### config.mk
export PLATFORM = sky130hd
export DESIGN_NAME = store_buffer_flat
export DESIGN_NICKNAME = d
export VERILOG_FILES = /design/src/rtl/store_buffer_if.sv /design/src/rtl/store_buffer.sv /design/src/flat_wrapper.sv
export SDC_FILE = /design/constraint.sdc
export NUM_CORES = 2
export LEC_CHECK = 0
export CAP_MARGIN = 20
export CORE_AREA = 8 8 187 323
export DETAILED_ROUTE_END_ITERATION = 6
export DIE_AREA = 0 0 195 331
export GPL_ROUTABILITY_DRIVEN = 1
export PLACE_DENSITY = 0.83
export SETUP_SLACK_MARGIN = 0.1
export SLEW_MARGIN = 20
export SYNTH_ARGS = -nofsm -noshare
export SYNTH_HDL_FRONTEND = slang
export SYNTH_SLANG_ARGS = --single-unit
### constraint.sdc
create_clock -name clk -period 13.1 [get_ports clk]
set_clock_uncertainty 0.15 [all_clocks]
set_input_delay 2.62 -clock clk [delete_from_list [all_inputs] [get_ports clk]]
set_output_delay 2.62 -clock clk [all_outputs]
set_load 0.01 [all_outputs]
### src/rtl/store_buffer_if.sv
`timescale 1ns/1ps
// Store buffer bus bundle: store request, load lookup and memory write port.
// Combinational signals only, no storage.
// The master drives requests; the slave (the buffer) returns status and memory strobes.
interface store_buffer_if #(
  parameter int AW = 32,
  parameter int DW = 32
);
  logic          st_valid;
  logic          st_ready;
  logic [AW-1:0] st_addr;
  logic [DW-1:0] st_data;
  logic [1:0]    st_size;

  logic          ld_valid;
  logic [AW-1:0] ld_addr;
  logic [1:0]    ld_size;
  logic          fwd_hit;
  logic [DW-1:0] fwd_data;
  logic          ld_conflict;

  logic          mem_wr_en;
  logic [AW-1:0] mem_addr;
  logic [DW-1:0] mem_wr_data;
  logic [1:0]    mem_data_size;
  logic          empty;

  modport master (
    output st_valid, st_addr, st_data, st_size, ld_valid, ld_addr, ld_size,
    input  st_ready, fwd_hit, fwd_data, ld_conflict,
           mem_wr_en, mem_addr, mem_wr_data, mem_data_size, empty
  );

  modport slave (
    input  st_valid, st_addr, st_data, st_size, ld_valid, ld_addr, ld_size,
    output st_ready, fwd_hit, fwd_data, ld_conflict,
           mem_wr_en, mem_addr, mem_wr_data, mem_data_size, empty
  );
endinterface

### src/rtl/store_buffer.sv
`timescale 1ns/1ps
// Posted-write FIFO with load forwarding between the load/store stage and data memory.
// Store to memory write: earliest one edge after acceptance; forwarding is combinational.
// st_ready = !full; drains only when no load owns the port or the load is in conflict.
module store_buffer #(
  parameter int DEPTH = 4,
  parameter int AW    = 32,
  parameter int DW    = 32
) (
  input logic           clk,
  input logic           rst,
  store_buffer_if.slave bus
);
  localparam int PW = $clog2(DEPTH);

  logic [AW-1:0] addr_q [DEPTH];
  logic [DW-1:0] data_q [DEPTH];
  logic [1:0]    size_q [DEPTH];
  logic [PW-1:0] head_q, tail_q;
  logic [PW:0]   count_q;

  logic          full, empty, push, pop, drain_ok;
  logic          hit, conflict;
  logic [DW-1:0] hit_data;
  logic [1:0]    hit_size;
  logic [PW-1:0] idx;
  logic [AW:0]   ld_lo, ld_hi, ent_lo, ent_hi;

  // Access size in bytes, widened so range ends never wrap.
  function automatic logic [AW:0] span(input logic [1:0] s);
    case (s)
      2'b00:   span = (AW+1)'(1);
      2'b01:   span = (AW+1)'(2);
      default: span = (AW+1)'(4);
    endcase
  endfunction

  assign full     = (count_q == (PW+1)'(DEPTH));
  assign empty    = (count_q == '0);
  assign push     = bus.st_valid & ~full & (bus.st_size != 2'b11);
  assign drain_ok = ~bus.ld_valid | conflict;
  assign pop      = ~empty & drain_ok;

  // Scan oldest to youngest so the youngest overlapping entry has the final say.
  always_comb begin
    hit      = 1'b0;
    conflict = 1'b0;
    hit_data = '0;
    hit_size = 2'b10;
    idx      = '0;
    ent_lo   = '0;
    ent_hi   = '0;
    ld_lo    = {1'b0, bus.ld_addr};
    ld_hi    = ld_lo + span(bus.ld_size) - (AW+1)'(1);
    for (int k = 0; k < DEPTH; k++) begin
      idx    = head_q + PW'(k);
      ent_lo = {1'b0, addr_q[idx]};
      ent_hi = ent_lo + span(size_q[idx]) - (AW+1)'(1);
      if (((PW+1)'(k) < count_q) && (ent_lo <= ld_hi) && (ld_lo <= ent_hi)) begin
        if ((ent_lo == ld_lo) && (size_q[idx] == bus.ld_size)) begin
          hit      = 1'b1;
          conflict = 1'b0;
          hit_data = data_q[idx];
          hit_size = size_q[idx];
        end else begin
          hit      = 1'b0;
          conflict = 1'b1;
        end
      end
    end
    if (!bus.ld_valid || (bus.ld_size == 2'b11)) begin
      hit      = 1'b0;
      conflict = 1'b0;
    end
  end

  // Sign-extend forwarded data the same way memory does; zero when nothing is forwarded.
  always_comb begin
    bus.fwd_data = '0;
    if (hit) begin
      case (hit_size)
        2'b00:   bus.fwd_data = {{(DW-8){hit_data[7]}}, hit_data[7:0]};
        2'b01:   bus.fwd_data = {{(DW-16){hit_data[15]}}, hit_data[15:0]};
        default: bus.fwd_data = hit_data;
      endcase
    end
  end

  assign bus.fwd_hit       = hit;
  assign bus.ld_conflict   = conflict;
  assign bus.st_ready      = ~full;
  assign bus.empty         = empty;
  assign bus.mem_wr_en     = pop;
  assign bus.mem_addr      = addr_q[head_q];
  assign bus.mem_wr_data   = data_q[head_q];
  assign bus.mem_data_size = size_q[head_q];

  // Entry storage and pointers; entries cleared on reset so the memory port reads zero.
  always_ff @(posedge clk or posedge rst) begin
    if (rst) begin
      head_q  <= '0;
      tail_q  <= '0;
      count_q <= '0;
      for (int i = 0; i < DEPTH; i++) begin
        addr_q[i] <= '0;
        data_q[i] <= '0;
        size_q[i] <= '0;
      end
    end else begin
      if (push) begin
        addr_q[tail_q] <= bus.st_addr;
        data_q[tail_q] <= bus.st_data;
        size_q[tail_q] <= bus.st_size;
        tail_q         <= tail_q + PW'(1);
      end
      if (pop) begin
        head_q <= head_q + PW'(1);
      end
      case ({push, pop})
        2'b10:   count_q <= count_q + (PW+1)'(1);
        2'b01:   count_q <= count_q - (PW+1)'(1);
        default: count_q <= count_q;
      endcase
    end
  end
endmodule

### src/flat_wrapper.sv
// flat-port wrapper written by rule: the top's interface ports become plain ports
module store_buffer_flat 
#(
  parameter int DEPTH = 4,
  parameter int AW    = 32,
  parameter int DW    = 32
)
  (clk, rst, bus_st_valid, bus_st_addr, bus_st_data, bus_st_size, bus_ld_valid, bus_ld_addr, bus_ld_size, bus_st_ready, bus_fwd_hit, bus_fwd_data, bus_ld_conflict, bus_mem_wr_en, bus_mem_addr, bus_mem_wr_data, bus_mem_data_size, bus_empty);
  store_buffer_if #(.AW(AW), .DW(DW)) bus_i ();
  input logic clk;
  input logic rst;
  input wire logic [$bits(bus_i.st_valid)-1:0] bus_st_valid;
  input wire logic [$bits(bus_i.st_addr)-1:0] bus_st_addr;
  input wire logic [$bits(bus_i.st_data)-1:0] bus_st_data;
  input wire logic [$bits(bus_i.st_size)-1:0] bus_st_size;
  input wire logic [$bits(bus_i.ld_valid)-1:0] bus_ld_valid;
  input wire logic [$bits(bus_i.ld_addr)-1:0] bus_ld_addr;
  input wire logic [$bits(bus_i.ld_size)-1:0] bus_ld_size;
  output wire logic [$bits(bus_i.st_ready)-1:0] bus_st_ready;
  output wire logic [$bits(bus_i.fwd_hit)-1:0] bus_fwd_hit;
  output wire logic [$bits(bus_i.fwd_data)-1:0] bus_fwd_data;
  output wire logic [$bits(bus_i.ld_conflict)-1:0] bus_ld_conflict;
  output wire logic [$bits(bus_i.mem_wr_en)-1:0] bus_mem_wr_en;
  output wire logic [$bits(bus_i.mem_addr)-1:0] bus_mem_addr;
  output wire logic [$bits(bus_i.mem_wr_data)-1:0] bus_mem_wr_data;
  output wire logic [$bits(bus_i.mem_data_size)-1:0] bus_mem_data_size;
  output wire logic [$bits(bus_i.empty)-1:0] bus_empty;
  assign bus_i.st_valid = bus_st_valid;
  assign bus_i.st_addr = bus_st_addr;
  assign bus_i.st_data = bus_st_data;
  assign bus_i.st_size = bus_st_size;
  assign bus_i.ld_valid = bus_ld_valid;
  assign bus_i.ld_addr = bus_ld_addr;
  assign bus_i.ld_size = bus_ld_size;
  assign bus_st_ready = bus_i.st_ready;
  assign bus_fwd_hit = bus_i.fwd_hit;
  assign bus_fwd_data = bus_i.fwd_data;
  assign bus_ld_conflict = bus_i.ld_conflict;
  assign bus_mem_wr_en = bus_i.mem_wr_en;
  assign bus_mem_addr = bus_i.mem_addr;
  assign bus_mem_wr_data = bus_i.mem_wr_data;
  assign bus_mem_data_size = bus_i.mem_data_size;
  assign bus_empty = bus_i.empty;
  store_buffer #(.DEPTH(DEPTH), .AW(AW), .DW(DW)) u_core (.clk(clk), .rst(rst), .bus(bus_i));
endmodule
* After elaboration in Yosys (flattened, before gate mapping)
Cells that the tools add are included.
** Word-level totals
- Memories kept :: 0
- Output and inout bits :: 103
- Bits in latches :: 0
- Bits in registers :: 271
- Bits in read-only memories :: 0
- RAM bits :: 0
** Operators by class
- Shifts and indexed selects :: 0
- Div/mod/pow operators :: 0
- Equality and inequality tests :: 19
- Mux-type cells :: 85
- Reductions and logical operators :: 23
- $add $sub $neg :: 16
- Bitwise logic cells :: 12
- $mul :: 0
- Order comparisons :: 18
** Operators with widths (count)
- two-way mux 32 bit :: 26
- binary-select mux 32 bit (select 2 bit) :: 8
- <= comparator 32 x 33 -> 1 bit :: 8
- bitwise mux 128 bit :: 2
- adder 32 x 3 -> 33 bit :: 5
- subtractor 33 x 1 -> 33 bit, second input constant :: 5
- == test 32 bit :: 4
- demux 32 bit (select 2 bit) :: 1
- case mux 32 bit (2 select lines) :: 1
- case mux 3 bit (2 select lines) :: 6
- two-way mux 2 bit :: 17
- two-way mux 1 bit :: 18
- binary-select mux 2 bit (select 2 bit) :: 4
- >= comparator 3 bit, second input constant :: 5
- NOT 2 -> 3 bit :: 5
- == test 2 x 1 -> 1 bit, second input constant :: 7
- logical AND 1 bit :: 13
- logical NOT 2 bit :: 6
- bitwise mux 8 bit :: 1
- == test 2 bit :: 4
- < comparator 1 x 3 -> 1 bit, first input constant :: 2
- < comparator 2 x 3 -> 1 bit, first input constant :: 2
- adder 2 x 1 -> 2 bit, second input constant :: 2
- adder 2 bit, second input constant :: 2
- 14 further kinds :: 19

* Longest topological paths before layout
- Word-level depth :: 20
- Depth in mapped cells :: 39
- Depth with buffers taken out :: 36

* Worst setup path before layout
OpenSTA, ideal clock, no wires.
- Path type :: input to output
- Start point :: input port bus_ld_size[0]
- End point :: output port bus_fwd_data[15]
- Path slack :: 1.175 ns
- Arrival time :: 9.155 ns
- Data required time :: 10.330 ns
- Path buffers :: 2
- Stages on the path :: 33
- Cell sequence :: clkbuf_1 nand2_1 ha_1 inv_1 ha_1 inv_1 fa_1 nor2b_1 o211ai_1 a21boi_0 o21ai_0 a21oi_1 o21bai_1 a211oi_1 o21a_1 o21a_1 o41ai_1 mux2i_1 a2111oi_0 ha_1 and4_1 nand3_1 nor4_1 o41a_1 o31ai_1 o31ai_1 nor3_4 and2_1 a2111oi_2 o221ai_2 o311ai_4 buf_6 nor2_1
** Between the ends
- Word-level cells in the longest chain between the ends :: 17
- Elaborated cells between the ends (all ways) :: 56
** Ends and longest elaborated chain
- start: declaration :: line flat_wrapper.sv:18 : input wire logic [$bits(bus_i.ld_size)-1:0] bus_ld_size;
- == test 2 x 1 -> 1 bit or logical NOT 2 bit (tied branches) :: line store_buffer.sv:31 : case (s)
- case mux 3 bit (2 select lines) :: line store_buffer.sv:31
- adder 32 x 3 -> 33 bit :: line store_buffer.sv:54 : ld_hi = ld_lo + span(bus.ld_size) - (AW+1)'(1);
- subtractor 33 x 1 -> 33 bit :: line store_buffer.sv:54
- <= comparator 32 x 33 -> 1 bit :: line store_buffer.sv:59 : if (((PW+1)'(k) < count_q) && (ent_lo <= ld_hi) && (ld_lo <= ent_hi)) begin
- logical AND 1 bit (2 in series) :: line store_buffer.sv:59
- two-way mux 2 bit :: line store_buffer.sv:59
- two-way mux 2 bit :: line store_buffer.sv:60 : if ((ent_lo == ld_lo) && (size_q[idx] == bus.ld_size)) begin
- two-way mux 2 bit :: line store_buffer.sv:59
- two-way mux 2 bit :: line store_buffer.sv:60
- two-way mux 2 bit :: line store_buffer.sv:59
- two-way mux 2 bit :: line store_buffer.sv:60
- two-way mux 2 bit :: line store_buffer.sv:59
- == test 2 x 1 -> 1 bit or logical NOT 2 bit (tied branches) :: line store_buffer.sv:81 : case (hit_size)
- case mux 32 bit (2 select lines) :: line store_buffer.sv:81
- two-way mux 32 bit * :: line store_buffer.sv:80 : if (hit) begin
- end: declaration :: line flat_wrapper.sv:21 : output wire logic [$bits(bus_i.fwd_data)-1:0] bus_fwd_data;
Every way passes the cells marked *; elsewhere a longest branch is shown, timed or not.

* Final worst setup path
- Start point :: input port bus_ld_addr[1]
- End point :: output port bus_fwd_data[24]
** Between the ends
- Word-level cells in the longest chain between the ends :: 15
- Elaborated cells between the ends (all ways) :: 55
** Ends and longest elaborated chain
- start: declaration :: line flat_wrapper.sv:17 : input wire logic [$bits(bus_i.ld_addr)-1:0] bus_ld_addr;
- adder 32 x 3 -> 33 bit :: line store_buffer.sv:54
- subtractor 33 x 1 -> 33 bit :: line store_buffer.sv:54
- <= comparator 32 x 33 -> 1 bit :: line store_buffer.sv:59
- logical AND 1 bit (2 in series) :: line store_buffer.sv:59
- two-way mux 2 bit :: line store_buffer.sv:59
- two-way mux 2 bit :: line store_buffer.sv:60
- two-way mux 2 bit :: line store_buffer.sv:59
- two-way mux 2 bit :: line store_buffer.sv:60
- two-way mux 2 bit :: line store_buffer.sv:59
- two-way mux 2 bit :: line store_buffer.sv:60
- two-way mux 2 bit :: line store_buffer.sv:59
- == test 2 x 1 -> 1 bit or logical NOT 2 bit (tied branches) :: line store_buffer.sv:81
- case mux 32 bit (2 select lines) :: line store_buffer.sv:81
- two-way mux 32 bit * :: line store_buffer.sv:80
Marks and branches as above.

==> flow_summary.ini <==
[sta]
max_clock_freq_mhz = 78.4
setup_viol = 0
final_hold_viol_count = 0
slew_violations = 0
fin_tns_setup_ns = 0
max_slew.worst_pin.slew_ns = 1.08
layout_min_cycle_time_ns = 12.75
rsz0062_at_grt = yes
relSlewSlack_pct = 27.6
fin_crit_sh_pct = 97.3

[worst_setup_path]
max_stage_delay_ns = 0.58
reg2regPathDepth = 41
r2r_start = u_core.head_q[0]$_DFFE_PP0P_
worstReg2RegEnd = u_core.count_q[2]$_DFFE_PP0P_
crit_slowest_cell = clkdlybuf4s50_1
worstSetupStartpointType = input pin
cp_top_family = compound AO/OA/AOI/OAI gates
arrival_ns = 9.98
endpoint_kind = primary output
cp.required_ns = 10.33
worst-path-buf-inv = 10
critPathMostFrequentCell = buf_4
critPathKind = input pin to primary output
path_max_fanout = 8
r2r_slack_ns = 3.83

[yosys]
synth-seq-cells = 271
synth_cells = 3362
yosys.area.top_type_share_pct = 20.4
syn-num-nets = 3906
synth_flop_cell = dfrtp_1
yosysUniqueCellTypes = 95
synth-seq-area-share_pct = 20.4
yosys_warnings = 0
synth.top_cells.by_area = dfrtp_1, ha_1, mux2_2
synth_common_cells = ha_1, mux2_2, dfrtp_1, inv_1, a21oi_1
synth_area_um2 = 33200
synth-async-reset-ratio_pct = 100
synth_top_cell_by_area = dfrtp_1
synth-edff-count = 0
syn_avg_cell_area_um2 = 9.87
synth.most_common_cell = ha_1

[clock_tree]
clk_latency_ns = 0.58
clkTransAtPathRegs_ns = 0.07
cts_tree = built
cts_buffers = 26
clock_path_buffers = 3
cts_sinks = 271
cts_htree_levels = 1
cts_root_buf = clkbuf_16
ctsHoldBuffers = 0

[global_routing]
antenna_found_initial = 7
grt_use_total_pct = 38.7
grt_max_degree = 150
grt_pass1_vias = 30400
grt_pass1_wl_um = 188000
gr-total-overflow = 0

[route]
vias_per_cell = 6.94
drc = 0
routed_wl_um = 128000
drtPass1Iterations = 5
wl_per_cell_um = 29.5
dr_total_vias = 30200
final_antenna_net_count = 0
drtIter0Drc = 2226

[layout]
final_net_count = 4173
post_route_cells_drive_above_1_share_pct = 21.5
utilization_pct = 68.0
design_area_um2 = 38000
syn2layout_area_growth_pct = 14.5

[floorplanning]
row_count = 115
coreArea_um2 = 55800
die_area_um2 = 64500
die_h_um = 331
io_pins = 207
initial_core_util_pct = 59.4
die_w_um = 195

[place]
dpl-instance-area_um2 = 36700
dp_hpwl_um = 102000
gp_congestion = 1.20
port_buffers = 206

[min_path]
hold_class = flop to flop
min_to = u_core.addr_q[95]$_DFFE_PP0P_
min_delay_path_depth = 1
min-delay-start = u_core.addr_q[95]$_DFFE_PP0P_

[run]
cap_violations = 0

[status]
status = completed
[cell type report]
| type | count | area (um^2) |
|---|---|---|
| antenna | 4 | 10.0 |
| multi-input combinational | 2711 | 25000 |
| timing repair buffer | 365 | 3360 |
| fill | 4416 | 17900 |
| sequential | 271 | 6790 |
| tap | 702 | 878 |
| clock buffer | 32 | 734 |
| inverter | 254 | 961 |
| clock inverter | 16 | 268 |
[worst register-to-register path: cells and delay by family (launching register included)]
kind / cells / cell delay, ns
AOI/OAI and AO/OA: 15 / 3.12
DFF: 1 / 0.56
xor gates and xnor gates: 2 / 0.25
adders and majority gates: 5 / 1.40
buffers and inverters: 7 / 1.35
and+or+nand+nor: 9 / 1.49
muxes: 3 / 0.85
[registers in the layout (all words and copies together) (netlist names)]
| name | flops |
|---|---|
| u_core.data_q | 128 |
| u_core.tail_q | 2 |
| u_core.count_q | 3 |
| u_core.addr_q | 128 |
| u_core.size_q | 8 |
| u_core.head_q | 2 |
[repair_timing]
item | in CTS | in global routing
pin swaps | 4 | 6
cloned | 1 | 0
buffers inserted | 2 | 1
endpoints found under the setup margin | 34 | 35
gates resized for setup | 31 | 50
[layer usage]
| layer | part of all wire, % | track usage [%] | vias up |
|---|---|---|---|
| met5 | 0 | 0 | - |
| met4 | 10 | 32.7 | 0 |
| met3 | 7.7 | 6.14 | 531 |
| met1 | 34 | 40.7 | 14800 |
| met2 | 48 | 67.6 | 1694 |
| li1 | - | - | 13200 |
[placed cells by master, fill, tap and decap left out, types with 68 or more instances in the layout]
master	count
dfrtp_1	269
mux4_2	156
o21ai_0	119
clkdlybuf4s50_1	178
nor2_1	100
a21oi_1	231
xnor2_1	201
mux2i_1	127
inv_1	249
ha_1	435
buf_4	148
nand2_1	201
a21o_1	84
mux2_2	329
nand4_1	86
xor2_1	68
[worst max-delay path by stage]
stage                         startpoint                to  slack, ns  cells after the start
after floorplan           bus_ld_size[0]  bus_fwd_data[15]       1.17                     33
after global placement    bus_ld_size[0]  bus_fwd_data[30]      -0.22                     37
after detailed placement  bus_ld_size[1]  bus_fwd_data[28]      -0.49                     37
after CTS                 bus_ld_size[0]  bus_fwd_data[21]       0.07                     38
after global routing      bus_ld_addr[1]  bus_fwd_data[24]       0.03                     37
final                     bus_ld_addr[1]  bus_fwd_data[24]       0.35                     37
[cells by family after synthesis]
family,Yosys count,synth area share (%)
AOI/OAI and AO/OA,743,15.0
and+or+nand+nor,642,9.97
muxes,617,25.8
adders and majority gates,440,16.7
buffers and inverters,380,5.02
DFF,271,20.4
xor gates and xnor gates,269,7.10
[metrics by stage]
| step | std cells | hold WS (ns) | worst slack [ns] |
|---|---|---|---|
| after floorplan | 3362 | 0.339 | 1.17 |
| after global placement | 4299 | 0.354 | -0.220 |
| after detailed placement | 4299 | 0.364 | -0.490 |
| after CTS | 4350 | 0.380 | 0.0715 |
| after global routing | 4352 | 0.389 | 0.0335 |
| final | 4355 | 0.379 | 0.350 |
Power is not shown: default switching activity piles up to over one toggle a cycle in this logic, so the estimate is an artifact.
